<file path="config.mk">
export PLATFORM = sky130hd
export DESIGN_NAME = axi_lite_reg_slave
export DESIGN_NICKNAME = d
export VERILOG_FILES = /design/src/rtl/axi_lite_reg_slave.sv
export SDC_FILE = /design/constraint.sdc
export NUM_CORES = 1
export LEC_CHECK = 0
export CAP_MARGIN = 30
export CORE_UTILIZATION = 40
export CTS_CLUSTER_SIZE = 10
export DETAILED_ROUTE_END_ITERATION = 16
export PLACE_DENSITY = 0.64
export REMOVE_ABC_BUFFERS = 1
export SYNTH_ARGS = -nofsm -noshare
export SYNTH_HDL_FRONTEND = slang
export SYNTH_SLANG_ARGS = --single-unit
</file>
<file path="constraint.sdc">
create_clock -name s_axi_aclk -period 3.24 [get_ports s_axi_aclk]
set_clock_uncertainty 0.1 [all_clocks]
set_input_delay 0.648 -clock s_axi_aclk [delete_from_list [all_inputs] [get_ports s_axi_aclk]]
set_output_delay 0.648 -clock s_axi_aclk [all_outputs]
set_load 0.03 [all_outputs]
</file>
<file path="src/rtl/axi_lite_reg_slave.sv">
// AXI4-Lite four-word register slave: CTRL, DATA, SUM (RO), WCNT (RO).
// Define AXI_REG_SLAVE_WCNT_EN to implement the write counter at 0xC.
module axi_lite_reg_slave #(
  parameter int DATA_WIDTH = 32,
  parameter int ADDR_WIDTH = 8,
  parameter int RESP_WIDTH = 3,
  parameter int BASE_ADDR  = 0
) (
  input  logic                    s_axi_aclk,
  input  logic                    s_axi_aresetn,
  input  logic [ADDR_WIDTH-1:0]   s_axi_awaddr,
  input  logic                    s_axi_awvalid,
  output logic                    s_axi_awready,
  input  logic [DATA_WIDTH-1:0]   s_axi_wdata,
  input  logic [DATA_WIDTH/8:0]   s_axi_wstrb,
  input  logic                    s_axi_wvalid,
  output logic                    s_axi_wready,
  output logic [RESP_WIDTH-1:0]   s_axi_bresp,
  output logic                    s_axi_bvalid,
  input  logic                    s_axi_bready,
  input  logic [ADDR_WIDTH-1:0]   s_axi_araddr,
  input  logic                    s_axi_arvalid,
  output logic                    s_axi_arready,
  output logic [DATA_WIDTH-1:0]   s_axi_rdata,
  output logic [RESP_WIDTH-1:0]   s_axi_rresp,
  output logic                    s_axi_rvalid,
  input  logic                    s_axi_rready
);

  localparam int NB = DATA_WIDTH / 8;
  localparam logic [RESP_WIDTH-1:0] OKAY   = RESP_WIDTH'(0);
  localparam logic [RESP_WIDTH-1:0] SLVERR = RESP_WIDTH'(2);
  localparam logic [ADDR_WIDTH-1:0] BASE   = ADDR_WIDTH'(BASE_ADDR);

  typedef enum logic {W_IDLE, W_RESP} w_state_t;
  typedef enum logic {R_IDLE, R_DATA} r_state_t;

  w_state_t w_state, w_next;
  r_state_t r_state, r_next;

  logic [DATA_WIDTH-1:0] reg_ctrl;
  logic [DATA_WIDTH-1:0] reg_data;
  logic [DATA_WIDTH-1:0] reg_sum;
`ifdef AXI_REG_SLAVE_WCNT_EN
  logic [DATA_WIDTH-1:0] reg_wcnt;
`endif

  logic                  aw_got;
  logic                  w_got;
  logic [ADDR_WIDTH-1:0] aw_addr_q;
  logic [DATA_WIDTH-1:0] w_data_q;
  logic [NB-1:0]         w_strb_q;

  logic                  aw_hs;
  logic                  w_hs;
  logic                  ar_hs;
  logic                  commit;
  logic [ADDR_WIDTH-1:0] cur_addr;
  logic [DATA_WIDTH-1:0] cur_data;
  logic [NB-1:0]         cur_strb;
  logic [2:0]            wr_dec;
  logic [2:0]            rd_dec;
  logic                  wr_ok;
  logic [DATA_WIDTH-1:0] wr_word;
  logic [DATA_WIDTH-1:0] rd_val;
  logic                  unused_strb;

  // Returns {valid, word index}; BASE is 16-byte aligned so offset bits suffice
  function automatic logic [2:0] decode(input logic [ADDR_WIDTH-1:0] a);
    logic [ADDR_WIDTH-1:0] off;
    off = a - BASE;
    return {(a >= BASE) && (off[ADDR_WIDTH-1:4] == '0) && (off[1:0] == 2'b00),
            off[3:2]};
  endfunction

  assign unused_strb = s_axi_wstrb[NB];
  assign reg_sum  = reg_ctrl + reg_data;

  assign aw_hs    = s_axi_awvalid & s_axi_awready;
  assign w_hs     = s_axi_wvalid & s_axi_wready;
  assign ar_hs    = s_axi_arvalid & s_axi_arready & (r_state == R_IDLE);
  assign commit   = (w_state == W_IDLE) & (aw_got | aw_hs) & (w_got | w_hs);
  assign cur_addr = aw_got ? aw_addr_q : s_axi_awaddr;
  assign cur_data = w_got ? w_data_q : s_axi_wdata;
  assign cur_strb = w_got ? w_strb_q : s_axi_wstrb[NB-1:0];
  assign wr_dec   = decode(cur_addr);
  assign wr_ok    = wr_dec[2] & ~wr_dec[1];
  assign rd_dec   = decode(s_axi_araddr);

  always_comb begin
    wr_word = wr_dec[0] ? reg_data : reg_ctrl;
    for (int i = 0; i < NB; i++) begin
      if (cur_strb[i]) wr_word[8*i +: 8] = cur_data[8*i +: 8];
    end
  end

  always_comb begin
    rd_val = '0;
    if (rd_dec[2]) begin
      unique case (rd_dec[1:0])
        2'd0: rd_val = reg_ctrl;
        2'd1: rd_val = reg_data;
        2'd2: rd_val = reg_sum;
`ifdef AXI_REG_SLAVE_WCNT_EN
        2'd3: rd_val = reg_wcnt;
`else
        2'd3: rd_val = '0;
`endif
      endcase
    end
  end

  always_comb begin
    w_next = w_state;
    unique case (w_state)
      W_IDLE: if (commit) w_next = W_RESP;
      W_RESP: if (s_axi_bready) w_next = W_IDLE;
    endcase
  end

  always_comb begin
    r_next = r_state;
    unique case (r_state)
      R_IDLE: if (ar_hs) r_next = R_DATA;
      R_DATA: if (s_axi_rready) r_next = R_IDLE;
    endcase
  end

  always_ff @(posedge s_axi_aclk) begin
    if (!s_axi_aresetn) begin
      w_state <= W_IDLE;
      r_state <= R_IDLE;
    end else begin
      w_state <= w_next;
      r_state <= r_next;
    end
  end

  always_ff @(posedge s_axi_aclk) begin
    if (!s_axi_aresetn) begin
      s_axi_awready <= 1'b0;
      s_axi_wready  <= 1'b0;
      s_axi_bvalid  <= 1'b0;
      s_axi_bresp   <= '0;
      aw_got        <= 1'b0;
      w_got         <= 1'b0;
      aw_addr_q     <= '0;
      w_data_q      <= '0;
      w_strb_q      <= '0;
      reg_ctrl      <= '0;
      reg_data      <= '0;
`ifdef AXI_REG_SLAVE_WCNT_EN
      reg_wcnt      <= '0;
`endif
    end else if (w_state == W_IDLE) begin
      if (commit) begin
        aw_got        <= 1'b0;
        w_got         <= 1'b0;
        s_axi_awready <= 1'b0;
        s_axi_wready  <= 1'b0;
        s_axi_bvalid  <= 1'b1;
        s_axi_bresp   <= wr_ok ? OKAY : SLVERR;
        if (wr_ok) begin
          if (wr_dec[0]) reg_data <= wr_word;
          else           reg_ctrl <= wr_word;
`ifdef AXI_REG_SLAVE_WCNT_EN
          reg_wcnt <= reg_wcnt + 1'b1;
`endif
        end
      end else begin
        if (aw_hs) begin
          aw_got    <= 1'b1;
          aw_addr_q <= s_axi_awaddr;
        end
        if (w_hs) begin
          w_got    <= 1'b1;
          w_data_q <= s_axi_wdata;
          w_strb_q <= s_axi_wstrb[NB-1:0];
        end
        s_axi_awready <= ~(aw_got | aw_hs);
        s_axi_wready  <= ~(w_got | w_hs);
      end
    end else if (s_axi_bready) begin
      s_axi_bvalid  <= 1'b0;
      s_axi_awready <= 1'b1;
      s_axi_wready  <= 1'b1;
    end
  end

  // Read data sampled before any same-edge write commit lands
  always_ff @(posedge s_axi_aclk) begin
    if (!s_axi_aresetn) begin
      s_axi_arready <= 1'b0;
      s_axi_rvalid  <= 1'b0;
      s_axi_rdata   <= '0;
      s_axi_rresp   <= '0;
    end else if (r_state == R_IDLE) begin
      if (ar_hs) begin
        s_axi_arready <= 1'b0;
        s_axi_rvalid  <= 1'b1;
        s_axi_rdata   <= rd_val;
        s_axi_rresp   <= rd_dec[2] ? OKAY : SLVERR;
      end else begin
        s_axi_arready <= 1'b1;
      end
    end else if (s_axi_rready) begin
      s_axi_rvalid  <= 1'b0;
      s_axi_arready <= 1'b1;
    end
  end

endmodule

</file>
==> results of run 1 <==
## per-stage QoR
stage	hold slack, ns	setup WS, ns	power [mW]	setup TNS, ns
2_1_floorplan	0.336	-0.653	2.24	-35.22
3_3_place_gp	0.341	0.316	2.47	0
3_5_place_dp	0.348	0.268	2.47	0
4_1_cts	0.357	0.262	4.63	0
5_1_grt	0.373	0.0614	4.78	0
6_report	0.353	0.240	4.60	0
## sequential cells by signal, summed over array words and instances (netlist names)
name and flops:
s_axi_rvalid 1, s_axi_wready 1, r_state 1, s_axi_bvalid 1, w_state 1, w_got 1, reg_ctrl 32, s_axi_arready 1
s_axi_rdata 32, s_axi_awready 1, w_strb_q 4, reg_data 32, aw_addr_q 8, w_data_q 32, aw_got 1, s_axi_bresp 1
s_axi_rresp 1
## metal layers
layer  routed length, um  track usage, %  vias up
met5                   0               0        -
met2               10200            34.0      204
li1                    -               -     4010
met3                1080            3.48       28
met4                 418            7.08        0
met1               11200            30.4     3655
## logic make-up (layout without fill, tap and decap cells)
logic type / Yosys count / after routing / synth area share (%)
and+or+nand+nor: 395 / 395 / 20.2
adders and majority gates: 32 / 32 / 4.86
other: 1 / 4 / 0.0447
buffers and inverters: 81 / 167 / 3.90
AOI/OAI and AO/OA: 352 / 352 / 24.6
xor gates and xnor gates: 27 / 27 / 2.82
muxes: 62 / 62 / 7.52
DFF: 151 / 151 / 36.0
## report_power, final
part | internal [mW] | leakage, nW | total [mW] | switching (mW)
sequential | 1.90 | 1.22 | 1.93 | 0.0336
clock | 1.31 | 0.301 | 2.17 | 0.859
combinational | 0.209 | 2.31 | 0.499 | 0.291
## final timing paths
kind                      from               to  slack [ns]  depth (start not counted)
hold / removal    w_data_q[20]     w_data_q[20]        0.35                          2
setup reg to reg   reg_data[0]  s_axi_rdata[26]        0.24                         12
hold reg to reg   w_data_q[20]     w_data_q[20]        0.35                          2
setup / recovery   reg_data[0]  s_axi_rdata[26]        0.24                         12
## Yosys cell counts, types with 2 or more instances
library cell                number  share of area, %
sky130_fd_sc_hd__mux2_2          6              0.80
sky130_fd_sc_hd__o31ai_2         2              0.30
sky130_fd_sc_hd__nand2_1       260                12
sky130_fd_sc_hd__nor2b_1        38               2.8
sky130_fd_sc_hd__buf_1           3              0.13
sky130_fd_sc_hd__xnor2_1        17               1.8
sky130_fd_sc_hd__or3_1           2              0.15
sky130_fd_sc_hd__nand3_1        12              0.72
sky130_fd_sc_hd__nor2_2          2              0.15
sky130_fd_sc_hd__nor4_1          5              0.37
sky130_fd_sc_hd__o21ai_1         4              0.24
sky130_fd_sc_hd__nor2_1         48               2.1
sky130_fd_sc_hd__nor3b_1         3              0.27
sky130_fd_sc_hd__a22oi_1        21               1.9
sky130_fd_sc_hd__ha_1           31               4.6
sky130_fd_sc_hd__a21oi_1       186                11
sky130_fd_sc_hd__nand2b_1        4              0.30
sky130_fd_sc_hd__inv_1           9              0.40
sky130_fd_sc_hd__nor3_1          4              0.24
sky130_fd_sc_hd__nand3b_1        3              0.27
sky130_fd_sc_hd__o211ai_1        9              0.80
sky130_fd_sc_hd__o21ai_0        53               3.2
sky130_fd_sc_hd__a21o_1         12               1.1
sky130_fd_sc_hd__mux2i_1        55               6.6
sky130_fd_sc_hd__o21a_1          3              0.27
sky130_fd_sc_hd__and2_1          3              0.22
sky130_fd_sc_hd__xor2_1         10               1.0
sky130_fd_sc_hd__and3_1          4              0.30
sky130_fd_sc_hd__clkbuf_1       57               2.5
sky130_fd_sc_hd__a31oi_1         3              0.22
sky130_fd_sc_hd__o2111ai_1       2              0.21
sky130_fd_sc_hd__a221oi_1        5              0.52
sky130_fd_sc_hd__o21bai_1        2              0.18
sky130_fd_sc_hd__a211oi_1       37               3.3
sky130_fd_sc_hd__dfxtp_1       151                36
sky130_fd_sc_hd__buf_4           4              0.36
sky130_fd_sc_hd__buf_2           6              0.36
## cell type report
| cell class | count | area share (%) |
|---|---|---|
| clock buffers | 17 | 4.11 |
| clock inverters | 15 | 2.09 |
| inverters | 10 | 0.374 |
| multi-input cells | 872 | 49.0 |
| flip-flops and latches | 151 | 29.2 |
| well taps | 270 | 3.26 |
| repair buffers | 125 | 12.0 |
## cells in the final DEF, fill, tap and decap left out, types with 21 or more instances in the layout
cell type	instances
sky130_fd_sc_hd__ha_1	31
sky130_fd_sc_hd__nand2_1	260
sky130_fd_sc_hd__buf_4	23
sky130_fd_sc_hd__a211oi_1	37
sky130_fd_sc_hd__a21oi_1	186
sky130_fd_sc_hd__clkdlybuf4s50_1	96
sky130_fd_sc_hd__o21ai_0	53
sky130_fd_sc_hd__mux2i_1	55
sky130_fd_sc_hd__a22oi_1	21
sky130_fd_sc_hd__nor2b_1	38
sky130_fd_sc_hd__nor2_1	46
sky130_fd_sc_hd__dfxtp_1	150
## critical path: stages, from the launching register on
cell and delay, ns:
sky130_fd_sc_hd__dfxtp_1 0.37, sky130_fd_sc_hd__ha_1 0.23, sky130_fd_sc_hd__inv_1 0.07, sky130_fd_sc_hd__fa_1 0.39, sky130_fd_sc_hd__and2b_1 0.23, sky130_fd_sc_hd__o211ai_1 0.16, sky130_fd_sc_hd__a211oi_2 0.31, sky130_fd_sc_hd__o211ai_2 0.16
sky130_fd_sc_hd__a21oi_1 0.24, sky130_fd_sc_hd__nor2_2 0.11, sky130_fd_sc_hd__o31ai_2 0.25, sky130_fd_sc_hd__xnor2_1 0.15, sky130_fd_sc_hd__o22ai_1 0.09
==> impl_summary.txt, run 1 <==
----------------------------------------------------
[Final layout]
  Final Instance Area ... 0.0104 mm^2
  Ant. Diodes ... 0
  Core utilization of the finished layout ... 50.7%
  Register area ... 0.00302 mm^2
  Share of layout cells above drive strength 1 ... 6.97%
  Multi-input logic area ... 0.00508 mm^2
  Final-stage net count ... 1269
  Fill cell total of the finished layout ... 1996
  Growth of design area from synthesis to finish ... 23.3%
  Non-filler cells in the finished layout ... 1460

[Logic synthesis]
  Distinct cells, synth ... 62
  Syn Inst Count ... 1101
  Share of flip-flops with an asynchronous set or reset after synthesis ... 0%
  Mean instance size in the synthesized netlist ... 7.63 um^2
  Most used DFF post-synth ... sky130_fd_sc_hd__dfxtp_1
  Flip-flop and latch count after synthesis ... 151
  Share of the yosys chip area belonging to registers ... 36.0%
  Count of yosys warnings during synthesis ... 0
  Synth Cell Area ... 0.00840 mm^2
  EDFF count, synth ... 0

[Timing]
  Highest clock frequency the design can meet ... 0.333 GHz
  Unrepaired setup endpoints after global routing ... no
  Final period util ... 92.6%
  Post-layout minimum cycle time ... 3.00 ns
  Final number of max-transition violations ... 0
  Number of hold-slack violations in the final timing report ... 0
  Slew HR ... 62.2%
  Slew of the pin with the lowest slew margin ... 0.567 ns
  Final setup violation count ... 0

[Power]
  Leakage dissipation ... 3.83 nW
  Power density of the placed cells ... 444 mW/mm^2
  Worst IR Drop VDD ... 0.334 mV

[CTS]
  TritonCTS Buffers ... 17
  Resized cells post-CTS ... 0
  TritonCTS clock tree ... done
  H-tree depth reported by CTS ... 4
  Insertion delay of the later-clocked pin in the worst-skew pair ... 0.43 ns
  TritonCTS sink count ... 151
  Post-CTS setup buffer count ... 0
  Maximum buffer depth of the clock tree ... 2
  CTS Hold Buffers Added ... 0
  Clock root cell ... sky130_fd_sc_hd__clkbuf_16
  Clock transition at the register clock pins on the worst setup and hold paths after CTS ... 0.06 ns

[Routing]
  Number of detailed-route iterations in the first pass ... 6
  DRT iter0 DRCs ... 493
  Detail Route Antenna Nets ... 0
  Via Count ... 7897
  Via count normalized by instance count ... 5.41
  Post-Route WL ... 22.9 mm
  Number of remaining DRC errors ... 0
  Detailed-route wire length per cell ... 15.7 um

[Setup path]
  Crit path kind ... reg2reg
  Critical path data required time ... 3.44 ns
  Critical Path Source Type ... flop
  Data arrival time of the worst path ... 3.20 ns
  Nature of the critical path endpoint ... flop
  Critical-path maximum fanout ... 4

[Floorplanning]
  Die height ... 147 um
  Horizontal die dimension ... 147 um
  Total Die Area ... 0.0216 mm^2
  Site row count ... 52
  I/O Pins ... 103
  Floorplan Core Area ... 0.0204 mm^2
  Initial core utilization ... 41.1%

[Run]
  Max-cap violations ... 0

[GRT]
  Via count of the first global-routing pass ... 7289
  Maximum number of pins on one net before global-route repair ... 70
  Overall fraction of global-route tracks in use ... 21.7%
  Total gr overflow ... 0
  Initial antenna violation count ... 0
  Global-route wire length before repair ... 37.5 mm

[Placement]
  DP Wirelength ... 15.5 mm
  Placed standard-cell area ... 0.00972 mm^2
  Placed Cells incl. Taps ... 1428
  Routability-driven placement congestion ratio ... 0.894
  Input/output buffers ... 97

[Outcome]
  Outcome ... completed

[Worst hold path]
  Worst hold-check path type ... reg2reg

----------------------------------------------------
Note: power is estimated with default switching activity, not from simulation.
==> run 2, diff against run 1 <==
CORE_UTILIZATION = 55   (was 40)
PLACE_DENSITY = 0.82   (was 0.64)
==> impl_summary.txt, run 2 (synthesis gave the netlist of run 1 again) <==
----------------------------------------------------
[Timing]
  Worst hold slack ... 0.353 ns (about the same)
  Setup total negative slack ... 0 ns (unchanged)
  Unrepaired setup endpoints after global routing ... no (unchanged)
  Number of hold-slack violations in the final timing report ... 0 (unchanged)
  Highest clock frequency the design can meet ... 0.334 GHz (was 0.333 GHz)
  Post-layout minimum cycle time ... 2.99 ns (was 3.00 ns)
  Final number of max-transition violations ... 0 (unchanged)
  Slew of the pin with the lowest slew margin ... 1.07 ns (was 0.567 ns)
  Slew HR ... 28.5% (was 62.2%)
  Final setup violation count ... 0 (unchanged)
  Final period util ... 92.4% (was 92.6%)

[Power]
  Share of total power in combinational logic ... 11.3% (was 10.8%)
  Switching share of total power ... 24.5% (was 25.7%)
  Clock Power Share ... 45.4% (was 47.1%)
  Pint ... 3.37 mW (was 3.42 mW)
  Power density of the placed cells ... 436 mW/mm^2 (was 444 mW/mm^2)
  Worst IR Drop VDD ... 0.364 mV (was 0.334 mV)
  Seq pwr share ... 43.3% (was 42.0%)
  Overall Power ... 4.47 mW (was 4.60 mW)
  Leakage dissipation ... 3.86 nW (was 3.83 nW)
  Net switching component of the power ... 1.09 mW (was 1.18 mW)

[Setup path]
  Kind of cell adding the most delay to the critical path ... compound AO/OA/AOI/OAI gates (unchanged)
  Nature of the critical path endpoint ... flop (unchanged)
  Crit path kind ... reg2reg (unchanged)
  Critical path data required time ... 3.45 ns (was 3.44 ns)
  Count of buffer and inverter cells on the critical path ... 1 (unchanged)
  Data arrival time of the worst path ... 3.20 ns (about the same)
  Critical Path Source Type ... flop (unchanged)
  Slowest stage delay, CP ... 0.39 ns (about the same)
  Worst path cell trace ... ha_1 -> inv_1 -> fa_1 -> and2b_1 -> o211ai_1 -> a211oi_2 -> o211ai_2 -> a21oi_1 -> nor2_2 -> o31ai_2 -> xnor2_1 -> o22ai_1 (unchanged)
  Slowest cell on crit path ... sky130_fd_sc_hd__dfxtp_1 (was sky130_fd_sc_hd__fa_1)
  Critical-path maximum fanout ... 4 (unchanged)

[Placement]
  DP Wirelength ... 15.4 mm (was 15.5 mm)
  Routability-driven placement congestion ratio ... 0.952 (was 0.894)
  Input/output buffers ... 97 (unchanged)
  Placed standard-cell area ... 0.00965 mm^2 (was 0.00972 mm^2)

[GRT]
  Overall fraction of global-route tracks in use ... 29.4% (was 21.7%)
  Met1 capacity usage during global routing ... 38.1% (was 30.4%)
  Layer carrying the most global-route usage ... met2 (unchanged)
  Met3 capacity usage during global routing ... 5.39% (was 3.48%)
  Initial antenna violation count ... 0 (unchanged)
  Global Route met2 Usage ... 48.5% (was 34.0%)
  Global-route wire length before repair ... 37.1 mm (was 37.5 mm)
  Via count of the first global-routing pass ... 7608 (was 7289)
  Maximum number of pins on one net before global-route repair ... 46 (was 70)
  Total gr overflow ... 0 (unchanged)

[Routing]
  Via Count ... 8243 (was 7897)
  Number of remaining DRC errors ... 8 (was 0)
  Post-Route WL ... 22.6 mm (was 22.9 mm)
  Via count normalized by instance count ... 5.97 (was 5.41)
  Detailed-route wire length per cell ... 16.4 um (was 15.7 um)
  Number of detailed-route iterations in the first pass ... 13 (was 6)
  Detail Route Antenna Nets ... 0 (unchanged)
  DRT iter0 DRCs ... 794 (was 493)

[Final layout]
  Ant. Diodes ... 0 (unchanged)
  Growth of design area from synthesis to finish ... 22.1% (was 23.3%)
  Share of layout cells above drive strength 1 ... 7.19% (was 6.97%)
  Final Instance Area ... 0.0103 mm^2 (was 0.0104 mm^2)
  Final-stage net count ... 1276 (was 1269)
  Top library cells by usage in the layout, fill and taps aside ... 260 x sky130_fd_sc_hd__nand2_1, 186 x sky130_fd_sc_hd__a21oi_1, 150 x sky130_fd_sc_hd__dfxtp_1 (unchanged)
  Core utilization of the finished layout ... 69.7% (was 50.7%)
  Most common cell after layout, fill and taps aside ... sky130_fd_sc_hd__nand2_1 (unchanged)
  Fill cell total of the finished layout ... 1215 (was 1996)

[CTS]
  Resized cells post-CTS ... 0 (unchanged)
  Clock root cell ... sky130_fd_sc_hd__clkbuf_16 (unchanged)
  Post-CTS setup buffer count ... 0 (unchanged)
  Clock transition at the register clock pins on the worst setup and hold paths after CTS ... 0.06 ns (about the same)
  TritonCTS sink count ... 151 (unchanged)
  Maximum buffer depth of the clock tree ... 2 (unchanged)
  Insertion delay of the later-clocked pin in the worst-skew pair ... 0.44 ns (was 0.43 ns)
  TritonCTS clock tree ... done (unchanged)
  H-tree depth reported by CTS ... 4 (unchanged)
  CTS Hold Buffers Added ... 0 (unchanged)
  TritonCTS Buffers ... 17 (unchanged)

[Outcome]
  Outcome ... finished, violations left (was completed)
  Failing checks ... DRC

[Floorplanning]
  Initial core utilization ... 57.1% (was 41.1%)
  Floorplan Core Area ... 0.0147 mm^2 (was 0.0204 mm^2)
  Total Die Area ... 0.0158 mm^2 (was 0.0216 mm^2)
  Site row count ... 44 (was 52)
  Die height ... 126 um (was 147 um)
  I/O Pins ... 103 (unchanged)
  Horizontal die dimension ... 126 um (was 147 um)

[Worst hold path]
  Worst hold-check path type ... reg2reg (unchanged)

[Run]
  Max-cap violations ... 0 (unchanged)

----------------------------------------------------
run 2: cell types whose count changed in the layout (fill, tap and decap cells not counted), moves of 2 or more:
cell                         before  now
sky130_fd_sc_hd__buf_4           23   31
sky130_fd_sc_hd__clkbuf_1         0    2
sky130_fd_sc_hd__clkbuf_8         0    3
sky130_fd_sc_hd__clkinv_2         1    6
sky130_fd_sc_hd__clkinvlp_4       4    0
sky130_fd_sc_hd__inv_6            4    0
sky130_fd_sc_hd__inv_8            2    0
run 2: final timing paths:
check	depth (start not counted)	slack (ns)	endpoint	start
setup / recovery	12	0.25	s_axi_rdata[26]	reg_data[0]
hold / removal	2	0.35	w_data_q[17]	w_data_q[17]
setup reg to reg	12	0.25	s_axi_rdata[26]	reg_data[0]
hold reg to reg	2	0.35	w_data_q[17]	w_data_q[17]
run 2: routing by layer:
layer | vias to the layer above | wire, um
li1 | 4023 | -
met1 | 3862 | 10200
met2 | 325 | 10600
met3 | 33 | 1370
met4 | 0 | 410
met5 | - | 0
run 2: through the flow:
stage / setup WS [ns] / cells
final: 0.246 / 1380
after global routing: 0.0332 / 1380
after CTS: 0.280 / 1380
after detailed placement: 0.327 / 1349
after global placement: 0.367 / 1349
after floorplan: -0.653 / 1033
run 2: area by class of cell:
class                           count  area, um^2  share of cell area, %
Timing Repair Buffer              132        1280                   12.5
Multi-Input combinational cell    872        5080                   49.5
Clock inverter                      9         124                   1.21
Inverter                           10        38.8                  0.378
Sequential cell                   151        3020                   29.5
Clock buffer                       22         474                   4.63
Tap cell                          184         230                   2.25
run 2: power by group through the flow:
stage,Combinational (mW),Sequential [mW],Clock (mW)
final,0.505,1.93,2.03
after global routing,0.546,1.94,2.14
after CTS,0.502,1.93,2.05
after detailed placement,0.498,1.97,0
after global placement,0.492,1.97,0
after floorplan,0.250,1.99,0
run 2: tightest hold or removal path, stage by stage, from the launching register on:
cell and delay, ns:
sky130_fd_sc_hd__dfxtp_1 0.31, sky130_fd_sc_hd__nand2_1 0.05, sky130_fd_sc_hd__a21oi_1 0.05
==> run 3, diff against run 2 <==
CELL_PAD_IN_SITES_DETAIL_PLACEMENT = 1   (was default)
CELL_PAD_IN_SITES_GLOBAL_PLACEMENT = 1   (was default)
CORE_UTILIZATION = 41   (was 55)
PLACE_DENSITY = 0.83   (was 0.82)
==> impl_summary.txt, run 3 (synthesis gave the netlist of run 1 again) <==
----------------------------------------------------
[Timing]
  Final worst slack ... 0.161 ns (was 0.246 ns)
  Post-layout minimum cycle time ... 3.08 ns (was 2.99 ns)
  Final setup violation count ... 0 (unchanged)
  Highest clock frequency the design can meet ... 0.325 GHz (was 0.334 GHz)
  Final period util ... 95.0% (was 92.4%)
  Slew HR ... 41.3% (was 28.5%)
  Worst hold slack ... 0.355 ns (was 0.353 ns)
  Final number of max-transition violations ... 0 (unchanged)
  Unrepaired setup endpoints after global routing ... no (unchanged)
  Number of hold-slack violations in the final timing report ... 0 (unchanged)
  Setup total negative slack ... 0 ns (unchanged)
  Slew of the pin with the lowest slew margin ... 0.857 ns (was 1.07 ns)

[Power]
  Power density of the placed cells ... 423 mW/mm^2 (was 436 mW/mm^2)
  Leakage dissipation ... 3.80 nW (was 3.86 nW)
  Overall Power ... 4.37 mW (was 4.47 mW)
  Worst IR Drop VDD ... 0.379 mV (was 0.364 mV)

[Final layout]
  Final-stage net count ... 1271 (was 1276)
  Top library cells by usage in the layout, fill and taps aside ... 260 x sky130_fd_sc_hd__nand2_1, 185 x sky130_fd_sc_hd__a21oi_1, 150 x sky130_fd_sc_hd__dfxtp_1 (was 260 x sky130_fd_sc_hd__nand2_1, 186 x sky130_fd_sc_hd__a21oi_1, 150 x sky130_fd_sc_hd__dfxtp_1)
  Multi-input logic area ... 0.00509 mm^2 (was 0.00508 mm^2)
  Core utilization of the finished layout ... 52.2% (was 69.7%)
  Most common cell after layout, fill and taps aside ... sky130_fd_sc_hd__nand2_1 (unchanged)
  Share of layout cells above drive strength 1 ... 6.90% (was 7.19%)
  Growth of design area from synthesis to finish ... 22.9% (was 22.1%)
  Fill cell total of the finished layout ... 2425 (was 1215)
  Register area ... 0.00302 mm^2 (unchanged)
  Ant. Diodes ... 0 (unchanged)

[GRT]
  Via count of the first global-routing pass ... 8438 (was 7608)
  Global-route wire length before repair ... 43.4 mm (was 37.1 mm)
  Maximum number of pins on one net before global-route repair ... 69 (was 46)
  Overall fraction of global-route tracks in use ... 25.5% (was 29.4%)
  Total gr overflow ... 0 (unchanged)
  Initial antenna violation count ... 0 (unchanged)

[Routing]
  Number of remaining DRC errors ... 0 (was 8)
  DRT iter0 DRCs ... 309 (was 794)
  Detailed-route wire length per cell ... 18.3 um (was 16.4 um)
  Post-Route WL ... 26.7 mm (was 22.6 mm)
  Detail Route Antenna Nets ... 0 (unchanged)
  Via Count ... 8275 (was 8243)
  Via count normalized by instance count ... 5.69 (was 5.97)
  Number of detailed-route iterations in the first pass ... 5 (was 13)

[Worst hold path]
  Cell depth of the worst min-delay path ... 2 (unchanged)
  Worst hold-check path type ... reg2reg (unchanged)

[Floorplanning]
  Initial core utilization ... 42.4% (was 57.1%)
  Die height ... 145 um (was 126 um)
  I/O Pins ... 103 (unchanged)
  Floorplan Core Area ... 0.0198 mm^2 (was 0.0147 mm^2)
  Horizontal die dimension ... 145 um (was 126 um)
  Total Die Area ... 0.0211 mm^2 (was 0.0158 mm^2)
  Site row count ... 51 (was 44)

[CTS]
  Maximum buffer depth of the clock tree ... 2 (unchanged)
  Clock root cell ... sky130_fd_sc_hd__clkbuf_16 (unchanged)
  TritonCTS clock tree ... done (unchanged)
  TritonCTS Buffers ... 17 (unchanged)
  Clock transition at the register clock pins on the worst setup and hold paths after CTS ... 0.06 ns (about the same)
  H-tree depth reported by CTS ... 4 (unchanged)
  Insertion delay of the later-clocked pin in the worst-skew pair ... 0.43 ns (was 0.44 ns)
  TritonCTS sink count ... 151 (unchanged)

[Setup path]
  R2r worst-path depth ... 12 (unchanged)
  Critical-path maximum fanout ... 4 (unchanged)
  Crit path kind ... reg2reg (unchanged)
  Data arrival time of the worst path ... 3.35 ns (was 3.20 ns)
  Worst path cell trace ... ha_4 -> inv_1 -> fa_1 -> and2b_1 -> o211ai_1 -> a211oi_2 -> o211ai_2 -> a211o_1 -> nand2_2 -> xnor2_1 -> a211oi_1 -> a21o_1 (was ha_1 -> inv_1 -> fa_1 -> and2b_1 -> o211ai_1 -> a211oi_2 -> o211ai_2 -> a21oi_1 -> nor2_2 -> o31ai_2 -> xnor2_1 -> o22ai_1)
  Nature of the critical path endpoint ... flop (unchanged)
  Slowest cell on crit path ... sky130_fd_sc_hd__dfxtp_1 (unchanged)
  Slowest stage delay, CP ... 0.43 ns (was 0.39 ns)
  Critical Path Source Type ... flop (unchanged)
  Critical path data required time ... 3.51 ns (was 3.45 ns)

[Run]
  Max-cap violations ... 0 (unchanged)

[Placement]
  Pre-CTS setup slack ... 0.191 ns (was 0.327 ns)
  DP Wirelength ... 18.4 mm (was 15.4 mm)
  Routability-driven placement congestion ratio ... 0.896 (was 0.952)
  Input/output buffers ... 97 (unchanged)

[Outcome]
  Outcome ... completed (was finished, violations left)

----------------------------------------------------
==> run 3: cell types whose count changed in the layout (fill, tap and decap cells not counted), moves of 2 or more <==
cell | before | now
sky130_fd_sc_hd__buf_12 | 4 | 7
sky130_fd_sc_hd__clkinvlp_4 | 0 | 4
sky130_fd_sc_hd__buf_4 | 31 | 23
sky130_fd_sc_hd__clkbuf_8 | 3 | 1
sky130_fd_sc_hd__clkinv_2 | 6 | 4
==> run 3: metrics by stage <==
step | cells | cell area (um^2)
floorplan | 1033 | 8120
global placement | 1424 | 9740
detailed placement | 1424 | 9740
CTS | 1453 | 10300
global route | 1454 | 10300
finish | 1454 | 10300
==> run 3: critical path, delay by kind of cell, from the launching register on <==
kind | cells | cell delay, ns
compound gates | 6 | 1.40
fa+ha+maj | 2 | 0.61
flops | 1 | 0.43
simple gates | 2 | 0.35
xor+xnor | 1 | 0.08
buf+inv | 1 | 0.05
==> run 3: repair_timing <==
| action | CTS | global route |
|---|---|---|
| setup buffers | 0 | 1 |
| hold endpoints to repair | 0 | 0 |
| resized for setup | 0 | 3 |
| hold buffers | 0 | 0 |
| endpoints found under the setup margin | 0 | 5 |
==> run 3: layer usage <==
layer | share of wire (%) | vias to the layer above | global-route usage (%) | wire (um)
met3 | 3.3 | 36 | 3.90 | 875
li1 | - | 4006 | - | -
met5 | 0 | - | 0 | 0
met4 | 2.2 | 0 | 9.11 | 592
met1 | 46 | 4073 | 31.8 | 12200
met2 | 49 | 160 | 44.4 | 13000
==> run 3: final timing paths <==
path | from | to | slack (ns)
setup / recovery | reg_ctrl[0] | s_axi_rdata[20] | 0.16
hold / removal | w_data_q[13] | w_data_q[13] | 0.36
setup reg to reg | reg_ctrl[0] | s_axi_rdata[20] | 0.16
hold reg to reg | w_data_q[13] | w_data_q[13] | 0.36
==> run 3: area by class of cell <==
type	count	area share, %
clock buffer	20	4.33
inverter	10	0.376
tap	265	3.21
sequential	151	29.3
multi-input combinational	872	49.4
timing repair buffer	127	12.4
clock inverter	9	1.02
==> run 3: report_power, final <==
part / internal (mW) / switching [mW] / total [mW]
Clock: 1.13 / 0.777 / 1.91
Sequential: 1.90 / 0.0308 / 1.93
Combinational: 0.214 / 0.312 / 0.526
